`config.mk`:
```
export PLATFORM = sky130hd
export DESIGN_NAME = vga_frame_reader
export DESIGN_NICKNAME = d
export VERILOG_FILES = /design/src/rtl/vga_frame_reader_pkg.sv /design/src/rtl/vga_timing_gen.sv /design/src/rtl/vga_frame_reader.sv
export SDC_FILE = /design/constraint.sdc
export NUM_CORES = 1
export LEC_CHECK = 0
export BUFFER_PORTS_ARGS = -buffer_cell sky130_fd_sc_hd__clkbuf_2
export CAP_MARGIN = 40
export CORE_ASPECT_RATIO = 1.25
export CORE_UTILIZATION = 25
export CTS_CLUSTER_DIAMETER = 60
export DETAILED_ROUTE_END_ITERATION = 6
export GPL_TIMING_DRIVEN = 0
export PLACE_DENSITY_LB_ADDON = 0.25
export SLEW_MARGIN = 25
export SYNTH_ARGS = -nofsm -noshare
export SYNTH_HDL_FRONTEND = slang
export SYNTH_SLANG_ARGS = --single-unit
```
`constraint.sdc`:
```
create_clock -name clk -period 5 [get_ports clk]
set_input_delay 0.25 -clock clk [delete_from_list [all_inputs] [get_ports clk]]
set_output_delay 0.25 -clock clk [all_outputs]
set_load 0.05 [all_outputs]
```
`src/rtl/vga_frame_reader_pkg.sv`:
```
// Shared constants for the camera-to-VGA path: default 640x480@60 timing,
// RGB332 field positions and the RGB332 -> RGB444 expansion.
package vga_frame_reader_pkg;

  localparam int unsigned DEF_H_VIS  = 640;
  localparam int unsigned DEF_H_FP   = 16;
  localparam int unsigned DEF_H_SYNC = 96;
  localparam int unsigned DEF_H_BP   = 48;
  localparam int unsigned DEF_V_VIS  = 480;
  localparam int unsigned DEF_V_FP   = 10;
  localparam int unsigned DEF_V_SYNC = 2;
  localparam int unsigned DEF_V_BP   = 33;

  localparam int unsigned CNT_W  = 10;
  localparam int unsigned ADDR_W = 15;
  localparam int unsigned PIX_W  = 8;
  localparam int unsigned RGB_W  = 12;

  // RGB332 layout {R[2:0], G[2:0], B[1:0]}, shared with the capture stage.
  localparam int unsigned R_MSB = 7;
  localparam int unsigned R_LSB = 5;
  localparam int unsigned G_MSB = 4;
  localparam int unsigned G_LSB = 2;
  localparam int unsigned B_MSB = 1;
  localparam int unsigned B_LSB = 0;

  // Bit replication keeps full-scale codes at 4'hF and zero at zero.
  function automatic logic [RGB_W-1:0] rgb332_to_444(input logic [PIX_W-1:0] pix);
    logic [2:0] r;
    logic [2:0] g;
    logic [1:0] b;
    r = pix[R_MSB:R_LSB];
    g = pix[G_MSB:G_LSB];
    b = pix[B_MSB:B_LSB];
    return {r, r[2], g, g[2], b, b};
  endfunction

endpackage

```
`src/rtl/vga_timing_gen.sv`:
```
// Horizontal/vertical pixel counters with raw sync, visible flag and
// line-end / frame-end strobes.
module vga_timing_gen import vga_frame_reader_pkg::*; #(
  parameter int unsigned H_VIS  = DEF_H_VIS,
  parameter int unsigned H_FP   = DEF_H_FP,
  parameter int unsigned H_SYNC = DEF_H_SYNC,
  parameter int unsigned H_BP   = DEF_H_BP,
  parameter int unsigned V_VIS  = DEF_V_VIS,
  parameter int unsigned V_FP   = DEF_V_FP,
  parameter int unsigned V_SYNC = DEF_V_SYNC,
  parameter int unsigned V_BP   = DEF_V_BP
) (
  input  logic             clk,
  input  logic             rst,
  output logic [CNT_W-1:0] hcnt,
  output logic [CNT_W-1:0] vcnt,
  output logic             hsync_on,
  output logic             vsync_on,
  output logic             visible,
  output logic             line_end,
  output logic             frame_end
);

  localparam int unsigned H_TOTAL = H_VIS + H_FP + H_SYNC + H_BP;
  localparam int unsigned V_TOTAL = V_VIS + V_FP + V_SYNC + V_BP;

  localparam logic [CNT_W-1:0] H_LAST  = CNT_W'(H_TOTAL - 1);
  localparam logic [CNT_W-1:0] V_LAST  = CNT_W'(V_TOTAL - 1);
  localparam logic [CNT_W-1:0] H_VEND  = CNT_W'(H_VIS);
  localparam logic [CNT_W-1:0] V_VEND  = CNT_W'(V_VIS);
  localparam logic [CNT_W-1:0] HS_BEG  = CNT_W'(H_VIS + H_FP);
  localparam logic [CNT_W-1:0] HS_END  = CNT_W'(H_VIS + H_FP + H_SYNC);
  localparam logic [CNT_W-1:0] VS_BEG  = CNT_W'(V_VIS + V_FP);
  localparam logic [CNT_W-1:0] VS_END  = CNT_W'(V_VIS + V_FP + V_SYNC);

  logic [CNT_W-1:0] hcnt_q, hcnt_d;
  logic [CNT_W-1:0] vcnt_q, vcnt_d;

  always_comb begin
    line_end  = (hcnt_q == H_LAST);
    frame_end = line_end && (vcnt_q == V_LAST);
    hcnt_d    = line_end ? '0 : hcnt_q + 1'b1;
    vcnt_d    = vcnt_q;
    if (frame_end) begin
      vcnt_d = '0;
    end else if (line_end) begin
      vcnt_d = vcnt_q + 1'b1;
    end
  end

  always_ff @(posedge clk) begin
    if (rst) begin
      hcnt_q <= '0;
      vcnt_q <= '0;
    end else begin
      hcnt_q <= hcnt_d;
      vcnt_q <= vcnt_d;
    end
  end

  assign hcnt     = hcnt_q;
  assign vcnt     = vcnt_q;
  assign hsync_on = (hcnt_q >= HS_BEG) && (hcnt_q < HS_END);
  assign vsync_on = (vcnt_q >= VS_BEG) && (vcnt_q < VS_END);
  assign visible  = (hcnt_q < H_VEND) && (vcnt_q < V_VEND);

endmodule

```
`src/rtl/vga_frame_reader.sv`:
```
// Display side of the camera pipeline: reads the RGB332 frame buffer, upscales it by
// 2^SCALE_SHIFT and drives RGB444 VGA with syncs delayed to match the colour path.
module vga_frame_reader import vga_frame_reader_pkg::*; #(
  parameter int unsigned IMG_W       = 160,
  parameter int unsigned IMG_H       = 120,
  parameter int unsigned SCALE_SHIFT = 2,
  parameter int unsigned H_VIS       = DEF_H_VIS,
  parameter int unsigned H_FP        = DEF_H_FP,
  parameter int unsigned H_SYNC      = DEF_H_SYNC,
  parameter int unsigned H_BP        = DEF_H_BP,
  parameter int unsigned V_VIS       = DEF_V_VIS,
  parameter int unsigned V_FP        = DEF_V_FP,
  parameter int unsigned V_SYNC      = DEF_V_SYNC,
  parameter int unsigned V_BP        = DEF_V_BP,
  parameter int unsigned RAM_LAT     = 1
) (
  input  logic              clk,
  input  logic              rst,
  output logic [ADDR_W-1:0] DP_RAM_addr_in,
  input  logic [PIX_W-1:0]  DP_RAM_data_in,
  output logic              vga_hsync,
  output logic              vga_vsync,
  output logic [3:0]        vga_r,
  output logic [3:0]        vga_g,
  output logic [3:0]        vga_b,
  output logic              frame_start
);

  localparam int unsigned LAT = 2 + RAM_LAT;

  localparam logic [CNT_W-1:0]  IMG_X_END = CNT_W'(IMG_W << SCALE_SHIFT);
  localparam logic [CNT_W-1:0]  IMG_Y_END = CNT_W'(IMG_H << SCALE_SHIFT);
  localparam logic [7:0]        SUB_LAST  = 8'((1 << SCALE_SHIFT) - 1);
  localparam logic [ADDR_W-1:0] ROW_STEP  = ADDR_W'(IMG_W);

  logic [CNT_W-1:0] hcnt, vcnt;
  logic             hsync_on, vsync_on, visible, line_end, frame_end;
  logic             img_valid, img_line, fs_raw;

  vga_timing_gen #(
    .H_VIS  (H_VIS),
    .H_FP   (H_FP),
    .H_SYNC (H_SYNC),
    .H_BP   (H_BP),
    .V_VIS  (V_VIS),
    .V_FP   (V_FP),
    .V_SYNC (V_SYNC),
    .V_BP   (V_BP)
  ) u_timing (
    .clk       (clk),
    .rst       (rst),
    .hcnt      (hcnt),
    .vcnt      (vcnt),
    .hsync_on  (hsync_on),
    .vsync_on  (vsync_on),
    .visible   (visible),
    .line_end  (line_end),
    .frame_end (frame_end)
  );

  assign img_line  = (vcnt < IMG_Y_END);
  assign img_valid = visible && img_line && (hcnt < IMG_X_END);
  assign fs_raw    = (hcnt == '0) && (vcnt == '0);

  // Address generation: sub-counters replicate each stored pixel/line 2^SCALE_SHIFT times.
  logic [ADDR_W-1:0] col_q, col_d, row_base_q, row_base_d, addr_q;
  logic [7:0]        sub_x_q, sub_x_d, sub_y_q, sub_y_d;

  always_comb begin
    col_d      = col_q;
    sub_x_d    = sub_x_q;
    row_base_d = row_base_q;
    sub_y_d    = sub_y_q;
    if (img_valid) begin
      if (sub_x_q == SUB_LAST) begin
        sub_x_d = '0;
        col_d   = col_q + 1'b1;
      end else begin
        sub_x_d = sub_x_q + 1'b1;
      end
    end
    if (line_end) begin
      col_d   = '0;
      sub_x_d = '0;
      if (img_line) begin
        if (sub_y_q == SUB_LAST) begin
          sub_y_d    = '0;
          row_base_d = row_base_q + ROW_STEP;
        end else begin
          sub_y_d = sub_y_q + 1'b1;
        end
      end
    end
    if (frame_end) begin
      row_base_d = '0;
      sub_y_d    = '0;
    end
  end

  always_ff @(posedge clk) begin
    if (rst) begin
      col_q      <= '0;
      sub_x_q    <= '0;
      row_base_q <= '0;
      sub_y_q    <= '0;
      addr_q     <= '0;
    end else begin
      col_q      <= col_d;
      sub_x_q    <= sub_x_d;
      row_base_q <= row_base_d;
      sub_y_q    <= sub_y_d;
      if (img_valid) begin
        addr_q <= row_base_q + col_q;
      end
    end
  end

  assign DP_RAM_addr_in = addr_q;

  // Valid is needed one stage early, where the RAM data lands at the colour register.
  logic [LAT-1:0] hs_pipe, vs_pipe, fs_pipe;
  logic [LAT-2:0] valid_pipe;
  logic [RGB_W-1:0] rgb_q;

  always_ff @(posedge clk) begin
    if (rst) begin
      hs_pipe    <= '0;
      vs_pipe    <= '0;
      fs_pipe    <= '0;
      valid_pipe <= '0;
      rgb_q      <= '0;
    end else begin
      hs_pipe    <= {hs_pipe[LAT-2:0], hsync_on};
      vs_pipe    <= {vs_pipe[LAT-2:0], vsync_on};
      fs_pipe    <= {fs_pipe[LAT-2:0], fs_raw};
      valid_pipe <= {valid_pipe[LAT-3:0], img_valid};
      if (valid_pipe[LAT-2]) begin
        rgb_q <= rgb332_to_444(DP_RAM_data_in);
      end else begin
        rgb_q <= '0;
      end
    end
  end

  assign vga_hsync   = ~hs_pipe[LAT-1];
  assign vga_vsync   = ~vs_pipe[LAT-1];
  assign frame_start = fs_pipe[LAT-1];
  assign vga_r       = rgb_q[11:8];
  assign vga_g       = rgb_q[7:4];
  assign vga_b       = rgb_q[3:0];

endmodule

```
==> impl_summary.txt, run 1 <==
----------------------------------------------------
[Finish]
  Share of final-layout standard cells stronger than drive strength 1 ... 15.6%
  Area Overhead vs Synth ... 17.5%
  Layout fillers ... 1825
  Net count, final ... 580
  Highest-count cells in the layout ignoring fill and taps ... dfxtp_1 (95), nor2_1 (76), nand2_1 (40), clkbuf_2 (39), xnor2_1 (33)
  Ant. Diodes ... 0
  Area of combinational cells with multiple inputs ... 2320 µm²
  Seq. cell area ... 1900 µm²
  Leading cell type in the layout, fill and taps excluded ... dfxtp_1

[Setup path]
  Worst EP required ... 5.28 ns
  Worst Setup Path Type ... flop to flop
  CP endpoint kind ... flop
  Critical Path Fanout Max ... 4
  Slowest cell on crit path ... dfxtp_1
  CP max stage delay ... 0.44 ns
  Worst path arrival time ... 2.54 ns
  Ordered cell list for the critical path ... ha_1 > inv_1 > fa_1 > nor2b_1 > o31a_1 > o21ai_0 > a2111o_1 > nand3_1
  Type of element launching the critical path ... flop

[CTS]
  Worst-skew pair later-pin latency ... 0.35 ns
  Maximum number of buffers from clock root to sink ... 2
  Root cell of the clock tree ... clkbuf_16
  Hold Buf Count CTS ... 0
  H-tree depth reported by CTS ... 3
  Count of buffers added by post-CTS timing repair for setup ... 0
  Sink Count ... 95
  Num CTS Buffers ... 9
  Clock Pin Slew Worst Setup and Hold Paths ... 0.07 ns
  Cells resized by post-CTS repair ... 0
  CTS tree ... yes

[Logic synthesis]
  EDFF count, synth ... 0
  Fraction of registers with async set or reset after synthesis ... 0%
  Synthesized area ... 4420 µm²
  Number of storage elements in the synthesis netlist ... 95
  Sequential-to-total area share from yosys stat ... 43.0%
  Post-Syn Nets ... 530
  Leading register cell type out of synthesis ... dfxtp_1
  Post-synth cell types ... 47
  Cells after synthesis ... 502
  Average footprint of a synthesized cell ... 8.81 µm²
  YS warnings ... 0

[STA]
  Remaining max-slew budget at the tightest pin ... 60.2%
  Min Hold Slack ... 0.101 ns
  Total setup violations reported at the end of the flow ... 0
  Maximum clock frequency ... 0.443 GHz
  Final clock skew ... 0.0118 ns
  Count of final hold-check violations ... 0
  RSZ-0062 raised after global routing ... no
  Final critical delay including setup and external delays ... 2.26 ns
  Max-slew violation count ... 0
  Slew at the pin closest to its max-slew limit ... 0.596 ns
  TNS Setup ... 0 ns
  Final period util ... 45.2%
  Final worst slack ... 2.74 ns

[GRT]
  Number of antenna violations at the first check in global routing ... 0
  Global-route wire length before repair ... 17000 µm
  Maximum number of pins on one net before global-route repair ... 19
  Vias in the first global route ... 3443
  Global-route usage over all layers ... 12.1%
  Total congestion overflow ... 0

[Floorplan]
  Die Wd ... 121 µm
  Die ar. ... 18200 µm²
  Floorplan die height ... 151 µm
  Effective utilization at floorplan ... 25.5%
  Number of placed I/O pins ... 40
  Row Count ... 54
  Core Box Area ... 17400 µm²

[Outcome]
  Run status ... completed

[Drt]
  Number of DRC violations after detailed routing ... 0
  Via count ... 3525
  Vias per Instance ... 4.51
  DR WL/cell ... 13.0 µm
  Number of violations reported at the end of detailed-routing iteration 0 ... 110
  DRT Pass-1 Iters ... 4
  DRT Wirelength ... 10200 µm
  ANT nets after route ... 0

[Place]
  HPWL after DPL ... 7680 µm
  Gpl congestion ... 0.826
  Minimum setup slack after placement ... 2.77 ns
  Input/output buffers ... 39

[Min path]
  Min-Delay Path Class ... input port to flop

[Job]
  Number of maximum-capacitance constraint violations ... 0

[Power and ir drop]
  VDD IR-drop max ... 0.000141 V
  Power density normalized to cell area ... 294 nW/µm²
  Static Leak ... 1.97 nW

----------------------------------------------------
## cells by family (layout without fill, tap and decap cells)
kind of cell             after synthesis  after routing  share of synthesized area (%)
AO/OA/AOI/OAI                         42             42                           6.11
XOR/XNOR                              57             57                           11.3
adder cells (fa/ha/maj)               18             18                           5.26
buffers and inverters                 42             97                           4.50
flip-flops                            95             95                           43.0
multiplexers                           1              1                          0.226
AND/OR/NAND/NOR                      247            247                           29.6
## state kept, by name, indices dropped and copies added, names as in the netlist
signal,flops
DP_RAM_addr_in,15
col_q,15
row_base_q,10
sub_x_q,8
hs_pipe,3
sub_y_q,8
u_timing.hcnt,10
rgb_q,8
valid_pipe,2
vs_pipe,3
fs_pipe,3
u_timing.vcnt,10
## per-stage QoR
| step | area [µm²] | total power [mW] | cells | utilization, % |
|---|---|---|---|---|
| 3_3_place_gp | 4900 | 0.853 | 765 | 28.2 |
| 6_report | 5200 | 1.53 | 781 | 29.9 |
| 5_1_grt | 5200 | 1.59 | 781 | 29.9 |
| 4_1_cts | 5200 | 1.55 | 781 | 29.9 |
| 3_5_place_dp | 4900 | 0.855 | 765 | 28.2 |
| 2_1_floorplan | 4420 | 0.834 | 502 | - |
## synth_stat cells (7+ instances only)
cell       n  area (µm²)
a21oi_1   19        95.1
and2_1    10        62.6
and3_1    11        68.8
buf_2     12        60.1
clkbuf_1   7        26.3
dfxtp_1   95        1900
ha_1      17         213
inv_1     16        60.1
nand2_1   40         150
nand3_1   28         140
nand4_1   18         113
nor2_1    76         285
nor2b_1   12        75.1
nor3_1    20         100
nor4_1     9        56.3
xnor2_1   33         289
xor2_1    24         210
## power by group
| part | internal (mW) | switching (mW) |
|---|---|---|
| sequential | 0.766 | 0.00823 |
| clock | 0.366 | 0.324 |
| combinational | 0.0197 | 0.0412 |
## final cells by class
cell class	instances	share of cell area [%]
multi-input combinational	365	44.6
sequential	95	36.6
tap	224	5.39
clock buffer	10	4.60
timing repair buffer	39	3.76
buffer	26	2.67
clock inverter	6	1.18
inverter	16	1.16
## critical path, delay by kind of cell, from the launching register on
family / cells / cell delay, ns
compound gates: 3 / 0.82
fa+ha+maj: 2 / 0.61
buf+inv: 1 / 0.06
flops: 1 / 0.44
simple gates: 2 / 0.27
## final timing paths
check                              from                               to  slack, ns  depth (start not counted)
min                   DP_RAM_data_in[2]              rgb_q[5]$_SDFF_PP0_       0.10                          2
max reg2reg  row_base_q[5]$_SDFFE_PP0P_  DP_RAM_addr_in[13]$_SDFFE_PP0P_       2.74                          8
max          row_base_q[5]$_SDFFE_PP0P_  DP_RAM_addr_in[13]$_SDFFE_PP0P_       2.74                          8
min reg2reg       hs_pipe[0]$_SDFF_PP0_            hs_pipe[1]$_SDFF_PP0_       0.44                          1
## routing by layer
layer  share of wire, %  wire (µm)  up-vias  track usage (%)
li1                   -          -     1814                -
met1                 46       4690     1644             14.2
met2                 49       4970       54             21.2
met3                3.0        305       13             2.16
met4                1.9        195        0             5.43
met5                  0          0        -                0
Power figures use the tool's default switching activity.
==> inputs of run 2 (changes only) <==
- ABC_AREA: default -> 1
- clock period: 5 -> 2.31 ns (I/O delays scaled with it)
==> run 2 against run 1 <==
Against the previous run:
- the run now ends with design-rule violations left
- hold slack improved by 0.085 ns
- cell count up 33%
- critical path depth up 1
- core utilization up 0.20 points
- critical path type unchanged
==> impl_summary.txt, run 2 <==
----------------------------------------------------
[Logic synthesis]
  Post-Syn Nets ... 742 (+40%)
  Sequential-to-total area share from yosys stat ... 38.6% (-4.4 points)
  Number of storage elements in the synthesis netlist ... 95 (unchanged)
  Most frequent cell after synthesis ... nand2_1
  Cells after synthesis ... 714 (+42%)
  Most area-consuming cells after synthesis ... dfxtp_1 (39%), nand2_1 (15%), inv_1 (7.4%)
  EDFF count, synth ... 0 (unchanged)
  Average footprint of a synthesized cell ... 6.90 µm² (-22%)
  Largest area contributor in the netlist ... dfxtp_1
  Leading register cell type out of synthesis ... dfxtp_1
  Fraction of registers with async set or reset after synthesis ... 0% (unchanged)
  YS warnings ... 0 (unchanged)
  Post-synth cell types ... 40 (-15%)
  Most numerous cell types in the synthesized netlist ... nand2_1 (195), inv_1 (97), dfxtp_1 (95)
  Share of Yosys cell area claimed by the top area cell type ... 38.6% (-4.4 points)
  Synthesized area ... 4920 µm² (+11%)

[STA]
  RSZ-0062 raised after global routing ... no
  Remaining max-slew budget at the tightest pin ... 61.2% (+0.92 points)
  Total setup violations reported at the end of the flow ... 0 (unchanged)
  Final period util ... 87.9% (+43 points)
  Slew at the pin closest to its max-slew limit ... 0.583 ns (-0.0138 ns)
  Count of final hold-check violations ... 0 (unchanged)
  Maximum clock frequency ... 0.493 GHz (+11%)
  Max-slew violation count ... 0 (unchanged)
  Final clock skew ... 0.00862 ns (-0.00315 ns)
  TNS Setup ... 0 ns (unchanged)
  Final critical delay including setup and external delays ... 2.03 ns (-0.229 ns)

[Finish]
  Ant. Diodes ... 0 (unchanged)
  Leading cell type in the layout, fill and taps excluded ... nand2_1
  Area Overhead vs Synth ... 18.7%
  Highest-count cells in the layout ignoring fill and taps ... nand2_1 (195), inv_1 (97), dfxtp_1 (95), nor2_1 (85), a21oi_1 (58)
  Net count, final ... 799 (+38%)
  Share of final-layout standard cells stronger than drive strength 1 ... 11.2% (-4.4 points)

[GRT]
  Maximum number of pins on one net before global-route repair ... 21 (+2)
  Global-route usage over all layers ... 11.7% (-0.38 points)
  Vias in the first global route ... 4147 (+20%)
  Number of antenna violations at the first check in global routing ... 0 (unchanged)
  Global-route wire length before repair ... 19300 µm (+14%)
  Total congestion overflow ... 0 (unchanged)

[Setup path]
  Slowest cell on crit path ... dfxtp_1
  Worst path arrival time ... 2.28 ns (-0.26 ns)
  CP max stage delay ... 0.48 ns (+0.04 ns)
  Type of element launching the critical path ... flop
  Worst Setup Path Type ... flop to flop
  Critical Path Fanout Max ... 7 (+3)
  Ordered cell list for the critical path ... ha_1 > inv_1 > fa_1 > o21ai_1 > nand2_1 > nand3_1 > nand3_1 > nand2_1 > inv_1
  Worst EP required ... 2.56 ns (-2.72 ns)
  CP endpoint kind ... flop

[Outcome]
  Run status ... finished, violations left
  Violations in the final reports ... design-rule violations

[Floorplan]
  Effective utilization at floorplan ... 25.4% (-0.077 points)
  Number of placed I/O pins ... 40 (unchanged)
  Row Count ... 57 (+5.6%)
  Die Wd ... 128 µm (+5.4%)
  Core Box Area ... 19400 µm² (+12%)
  Die ar. ... 20300 µm² (+11%)
  Floorplan die height ... 159 µm (+5.5%)

[Job]
  Number of maximum-capacitance constraint violations ... 0 (unchanged)

[Drt]
  Via count ... 4346 (+23%)
  DR WL/cell ... 10.7 µm (-18%)
  Vias per Instance ... 4.17 (-7.5%)
  Met2 wire length ... 5660 µm (+14%)
  Routed length on met3 ... 198 µm (-35%)
  ANT nets after route ... 0 (unchanged)
  Number of violations reported at the end of detailed-routing iteration 0 ... 238 (+120%)
  DRT Pass-1 Iters ... 6 (+2)
  DRT Wirelength ... 11100 µm (+9.4%)
  Number of DRC violations after detailed routing ... 1 (+1)
  Routed met1 length ... 5140 µm (+9.5%)
  Top routing layer in use ... met4

[Power and ir drop]
  Static Leak ... 2.50 nW (+26%)
  VDD IR-drop max ... 0.000280 V (+99%)
  Total chip power ... 3.36 mW (+120%)
  Power density normalized to cell area ... 575 nW/µm² (+96%)

[CTS]
  H-tree depth reported by CTS ... 3 (unchanged)
  CTS tree ... yes
  Sink Count ... 95 (unchanged)
  Maximum number of buffers from clock root to sink ... 2 (unchanged)
  Root cell of the clock tree ... clkbuf_16
  Clock Pin Slew Worst Setup and Hold Paths ... 0.08 ns (about the same)
  Worst-skew pair later-pin latency ... 0.34 ns (about the same)
  Num CTS Buffers ... 9 (unchanged)

[Min path]
  Min-Delay Path Class ... input port to flop

[Place]
  Input/output buffers ... 38 (-2.6%)
  HPWL after DPL ... 8330 µm (+8.4%)
  Gpl congestion ... 0.776 (-6.1%)

----------------------------------------------------
==> run 2: metrics by stage <==
step | hold slack [ns] | cell area (µm²) | setup WS (ns) | instances | utilization, %
after floorplan | 0.228 | 4920 | 0.528 | 714 | -
after global placement | 0.318 | 5450 | 0.0739 | 1017 | 28.1
after detailed placement | 0.318 | 5450 | 0.0818 | 1017 | 28.1
after CTS | 0.177 | 5840 | 0.0898 | 1041 | 30.1
after global routing | 0.193 | 5840 | 0.0302 | 1041 | 30.1
final | 0.186 | 5840 | 0.280 | 1041 | 30.1
==> run 2: per-layer routing <==
layer | vias to the layer above | global-route usage (%)
met3 | 6 | 1.42
met1 | 1938 | 14.0
li1 | 2359 | -
met5 | - | 0
met4 | 0 | 3.73
met2 | 43 | 21.3
==> run 2: timing repair <==
action / CTS / global route
setup buffers: 0 / 0
resized for setup: 0 / 1
endpoints found under the setup margin: 0 / 2
endpoints found under the hold margin: 8 / 0
hold buffers: 8 / 0
==> run 2: path summary, 6_finish.rpt <==
kind	from	slack, ns	to	cells past startpoint
max	row_base_q[5]$_SDFFE_PP0P_	0.28	DP_RAM_addr_in[13]$_SDFFE_PP0P_	9
min	rst	0.19	DP_RAM_addr_in[0]$_SDFFE_PP0P_	2
max reg2reg	row_base_q[5]$_SDFFE_PP0P_	0.28	DP_RAM_addr_in[13]$_SDFFE_PP0P_	9
min reg2reg	hs_pipe[1]$_SDFF_PP0_	0.40	hs_pipe[2]$_SDFF_PP0_	2
==> run 2: area by class of cell <==
cell class / instances / area [µm²]
fill: 2152 / 13600
multi-input combinational: 499 / 2540
sequential: 95 / 1900
inverter: 101 / 382
tap: 265 / 332
timing repair buffer: 46 / 270
clock buffer: 9 / 225
buffer: 19 / 104
clock inverter: 7 / 93.8
==> run 2: power by group <==
group / internal [mW] / total, mW / switching (mW)
Clock: 0.779 / 1.53 / 0.747
Combinational: 0.0560 / 0.161 / 0.105
Sequential: 1.66 / 1.67 / 0.0148
Total: 2.49 / 3.36 / 0.866
==> run 2: worst max-delay path, delay by kind of cell, from the launching register on <==
kind | cells | cell delay, ns
adder cells (fa/ha/maj) | 2 | 0.69
flip-flops | 1 | 0.48
AND/OR/NAND/NOR | 4 | 0.36
AO/OA/AOI/OAI | 1 | 0.31
buffers and inverters | 2 | 0.10
==> run 2: kinds of logic (layout without fill, tap and decap cells) <==
| family | after synthesis | count (layout) | share of synthesized area [%] |
|---|---|---|---|
| AO/OA/AOI/OAI | 89 | 89 | 9.78 |
| XOR/XNOR | 30 | 30 | 5.34 |
| adder cells (fa/ha/maj) | 18 | 18 | 4.73 |
| buffers and inverters | 120 | 182 | 9.86 |
| flip-flops | 95 | 95 | 38.6 |
| AND/OR/NAND/NOR | 362 | 362 | 31.7 |
==> inputs of run 3 (changes only) <==
- CORE_MARGIN: default -> 2
==> run 3 against run 2 <==
Against the previous run:
- the run now ends clean
- total power shrank 1.9%
- cell area shrank 0.56%
- clock-buffer cell count grew 1
- sequential cell count is the same
- clock skew grew 0.00055 ns
- fmax grew 2.0%
- critical path depth is the same
- register-to-register slack gained 0.04 ns
- first-iteration DRC count shrank 11%
- via count is essentially flat
- largest cell class unchanged
==> impl_summary.txt, run 3 (synthesized netlist as in run 2, its figures left out) <==
----------------------------------------------------
[Place]
  Input/output buffers ... 38 (unchanged)
  HPWL after DPL ... 8400 µm (+0.83%)
  Gpl congestion ... 0.797 (+2.7%)
  Minimum setup slack after placement ... 0.116 ns (+0.0344 ns)

[Setup path]
  Number of cells on the worst reg-to-reg path ... 9 (unchanged)
  Setup slack, reg-to-reg ... 0.32 ns (+0.04 ns)
  Worst Setup Path Type ... flop to flop
  Worst r2r dst ... DP_RAM_addr_in[13]$_SDFFE_PP0P_
  Startpoint of the most critical register-to-register path ... row_base_q[5]$_SDFFE_PP0P_
  Critical Path Fanout Max ... 7 (unchanged)
  Type of element launching the critical path ... flop
  CP endpoint kind ... flop
  Worst EP required ... 2.56 ns (about the same)
  Worst path arrival time ... 2.24 ns (-0.04 ns)

[Floorplan]
  Effective utilization at floorplan ... 25.4% (unchanged)
  Core Box Area ... 19400 µm² (unchanged)
  Die Wd ... 130 µm (+1.6%)
  Row Count ... 57 (unchanged)
  Die ar. ... 20800 µm² (+2.8%)
  Floorplan die height ... 161 µm (+1.3%)
  Number of placed I/O pins ... 40 (unchanged)

[CTS]
  Sink Count ... 95 (unchanged)
  Root cell of the clock tree ... clkbuf_16
  Num CTS Buffers ... 9 (unchanged)
  Maximum number of buffers from clock root to sink ... 2 (unchanged)
  Worst-skew pair later-pin latency ... 0.34 ns (about the same)
  Clock Pin Slew Worst Setup and Hold Paths ... 0.07 ns (about the same)
  CTS tree ... yes
  H-tree depth reported by CTS ... 3 (unchanged)

[GRT]
  Vias in the first global route ... 4068 (-1.9%)
  Maximum number of pins on one net before global-route repair ... 19 (-9.5%)
  Global-route wire length before repair ... 19000 µm (-1.9%)
  Number of antenna violations at the first check in global routing ... 0 (unchanged)
  Total congestion overflow ... 0 (unchanged)
  Global-route usage over all layers ... 11.2% (-0.45 points)

[STA]
  Remaining max-slew budget at the tightest pin ... 59.4% (-1.8 points)
  Final period util ... 86.2% (-1.7 points)
  Slew at the pin closest to its max-slew limit ... 0.609 ns (+0.0268 ns)
  Final critical delay including setup and external delays ... 1.99 ns (-0.0401 ns)
  Count of final hold-check violations ... 0 (unchanged)
  Min Hold Slack ... 0.220 ns (+0.0340 ns)
  Maximum clock frequency ... 0.502 GHz (+2.0%)
  Final worst slack ... 0.320 ns (+0.0401 ns)
  Total setup violations reported at the end of the flow ... 0 (unchanged)
  Final clock skew ... 0.00917 ns (+0.000551 ns)
  TNS Setup ... 0 ns (unchanged)
  Max-slew violation count ... 0 (unchanged)
  RSZ-0062 raised after global routing ... no

[Finish]
  Leading cell type in the layout, fill and taps excluded ... nand2_1
  Net count, final ... 799 (unchanged)
  Area Overhead vs Synth ... 18.0%
  Area of combinational cells with multiple inputs ... 2540 µm² (unchanged)
  Ant. Diodes ... 0 (unchanged)
  Final core utilization ... 30.0% (-0.17 points)
  Share of final-layout standard cells stronger than drive strength 1 ... 11.1% (-0.13 points)
  Seq. cell area ... 1900 µm² (unchanged)
  Highest-count cells in the layout ignoring fill and taps ... nand2_1 (195), inv_1 (97), dfxtp_1 (95), nor2_1 (85), a21oi_1 (58)
  Layout fillers ... 2157 (+0.23%)

[Drt]
  ANT nets after route ... 0 (unchanged)
  Number of violations reported at the end of detailed-routing iteration 0 ... 212 (-11%)
  DRT Wirelength ... 11300 µm (+1.3%)
  Number of DRC violations after detailed routing ... 0 (-1)
  DR WL/cell ... 10.8 µm (+1.3%)
  DRT Pass-1 Iters ... 4 (-2)
  Vias per Instance ... 4.18 (about the same)
  Via count ... 4349 (+0.069%)

[Power and ir drop]
  Total chip power ... 3.30 mW (-1.9%)
  Power density normalized to cell area ... 567 nW/µm² (-1.4%)
  Static Leak ... 2.48 nW (-0.44%)
  VDD IR-drop max ... 0.000306 V (+9.3%)

[Min path]
  Min-Delay Path Class ... input port to flop
  Hold-critical path endpoint ... DP_RAM_addr_in[3]$_SDFFE_PP0P_
  Depth of the worst hold-timing path ... 2 (unchanged)
  Hold Startpoint ... rst

[Outcome]
  Run status ... completed

[Job]
  Number of maximum-capacitance constraint violations ... 0 (unchanged)

----------------------------------------------------
-- run 3: worst max path at each step --
stage	from	end	slack, ns
finish	row_base_q[5]$_SDFFE_PP0P_	DP_RAM_addr_in[13]$_SDFFE_PP0P_	0.32
global route	row_base_q[5]$_SDFFE_PP0P_	DP_RAM_addr_in[11]$_SDFFE_PP0P_	0.11
CTS	row_base_q[5]$_SDFFE_PP0P_	DP_RAM_addr_in[13]$_SDFFE_PP0P_	0.11
detailed placement	row_base_q[5]$_SDFFE_PP0P_	DP_RAM_addr_in[11]$_SDFFE_PP0P_	0.12
global placement	row_base_q[5]$_SDFFE_PP0P_	DP_RAM_addr_in[13]$_SDFFE_PP0P_	0.11
floorplan	row_base_q[5]$_SDFFE_PP0P_	DP_RAM_addr_in[13]$_SDFFE_PP0P_	0.53
-- run 3: final cells by class --
cell class | count | share of cell area [%]
inverters | 101 | 6.57
well taps | 265 | 5.71
multi-input cells | 499 | 43.6
clock buffers | 10 | 3.94
repair buffers | 46 | 4.65
plain buffers | 19 | 1.79
clock inverters | 6 | 0.990
flip-flops and latches | 95 | 32.7
-- run 3: per-stage QoR --
| stage | area, µm² | instances |
|---|---|---|
| floorplan | 4920 | 714 |
| global placement | 5450 | 1017 |
| detailed placement | 5450 | 1017 |
| CTS | 5810 | 1041 |
| global route | 5810 | 1041 |
| finish | 5810 | 1041 |
-- run 3: timing repair --
action / CTS / global route
hold buffers: 8 / 0
endpoints found under the setup margin: 0 / 2
gates resized for setup: 0 / 1
setup buffers: 0 / 0
hold endpoints to repair: 8 / 0
-- run 3: worst max-delay path: stages (launching register included) --
cell	delay, ns
dfxtp_1	0.47
ha_1	0.26
inv_1	0.07
fa_1	0.40
o21ai_1	0.31
nand2_1	0.12
nand3_1	0.10
nand3_1	0.08
nand2_1	0.07
inv_1	0.03
-- run 3: power breakdown --
group | leakage, nW | switching (mW) | total (mW) | internal [mW]
registers | 0.768 | 0.0151 | 1.67 | 1.66
clock network | 0.142 | 0.700 | 1.46 | 0.761
logic | 1.57 | 0.105 | 0.161 | 0.0561
-- run 3: routing by layer --
layer | vias to the layer above | track usage (%) | wire length (µm)
li1 | 2360 | - | -
met1 | 1944 | 13.3 | 5150
met2 | 33 | 20.3 | 5770
met3 | 12 | 1.50 | 158
met4 | 0 | 4.35 | 186
met5 | - | 0 | 0
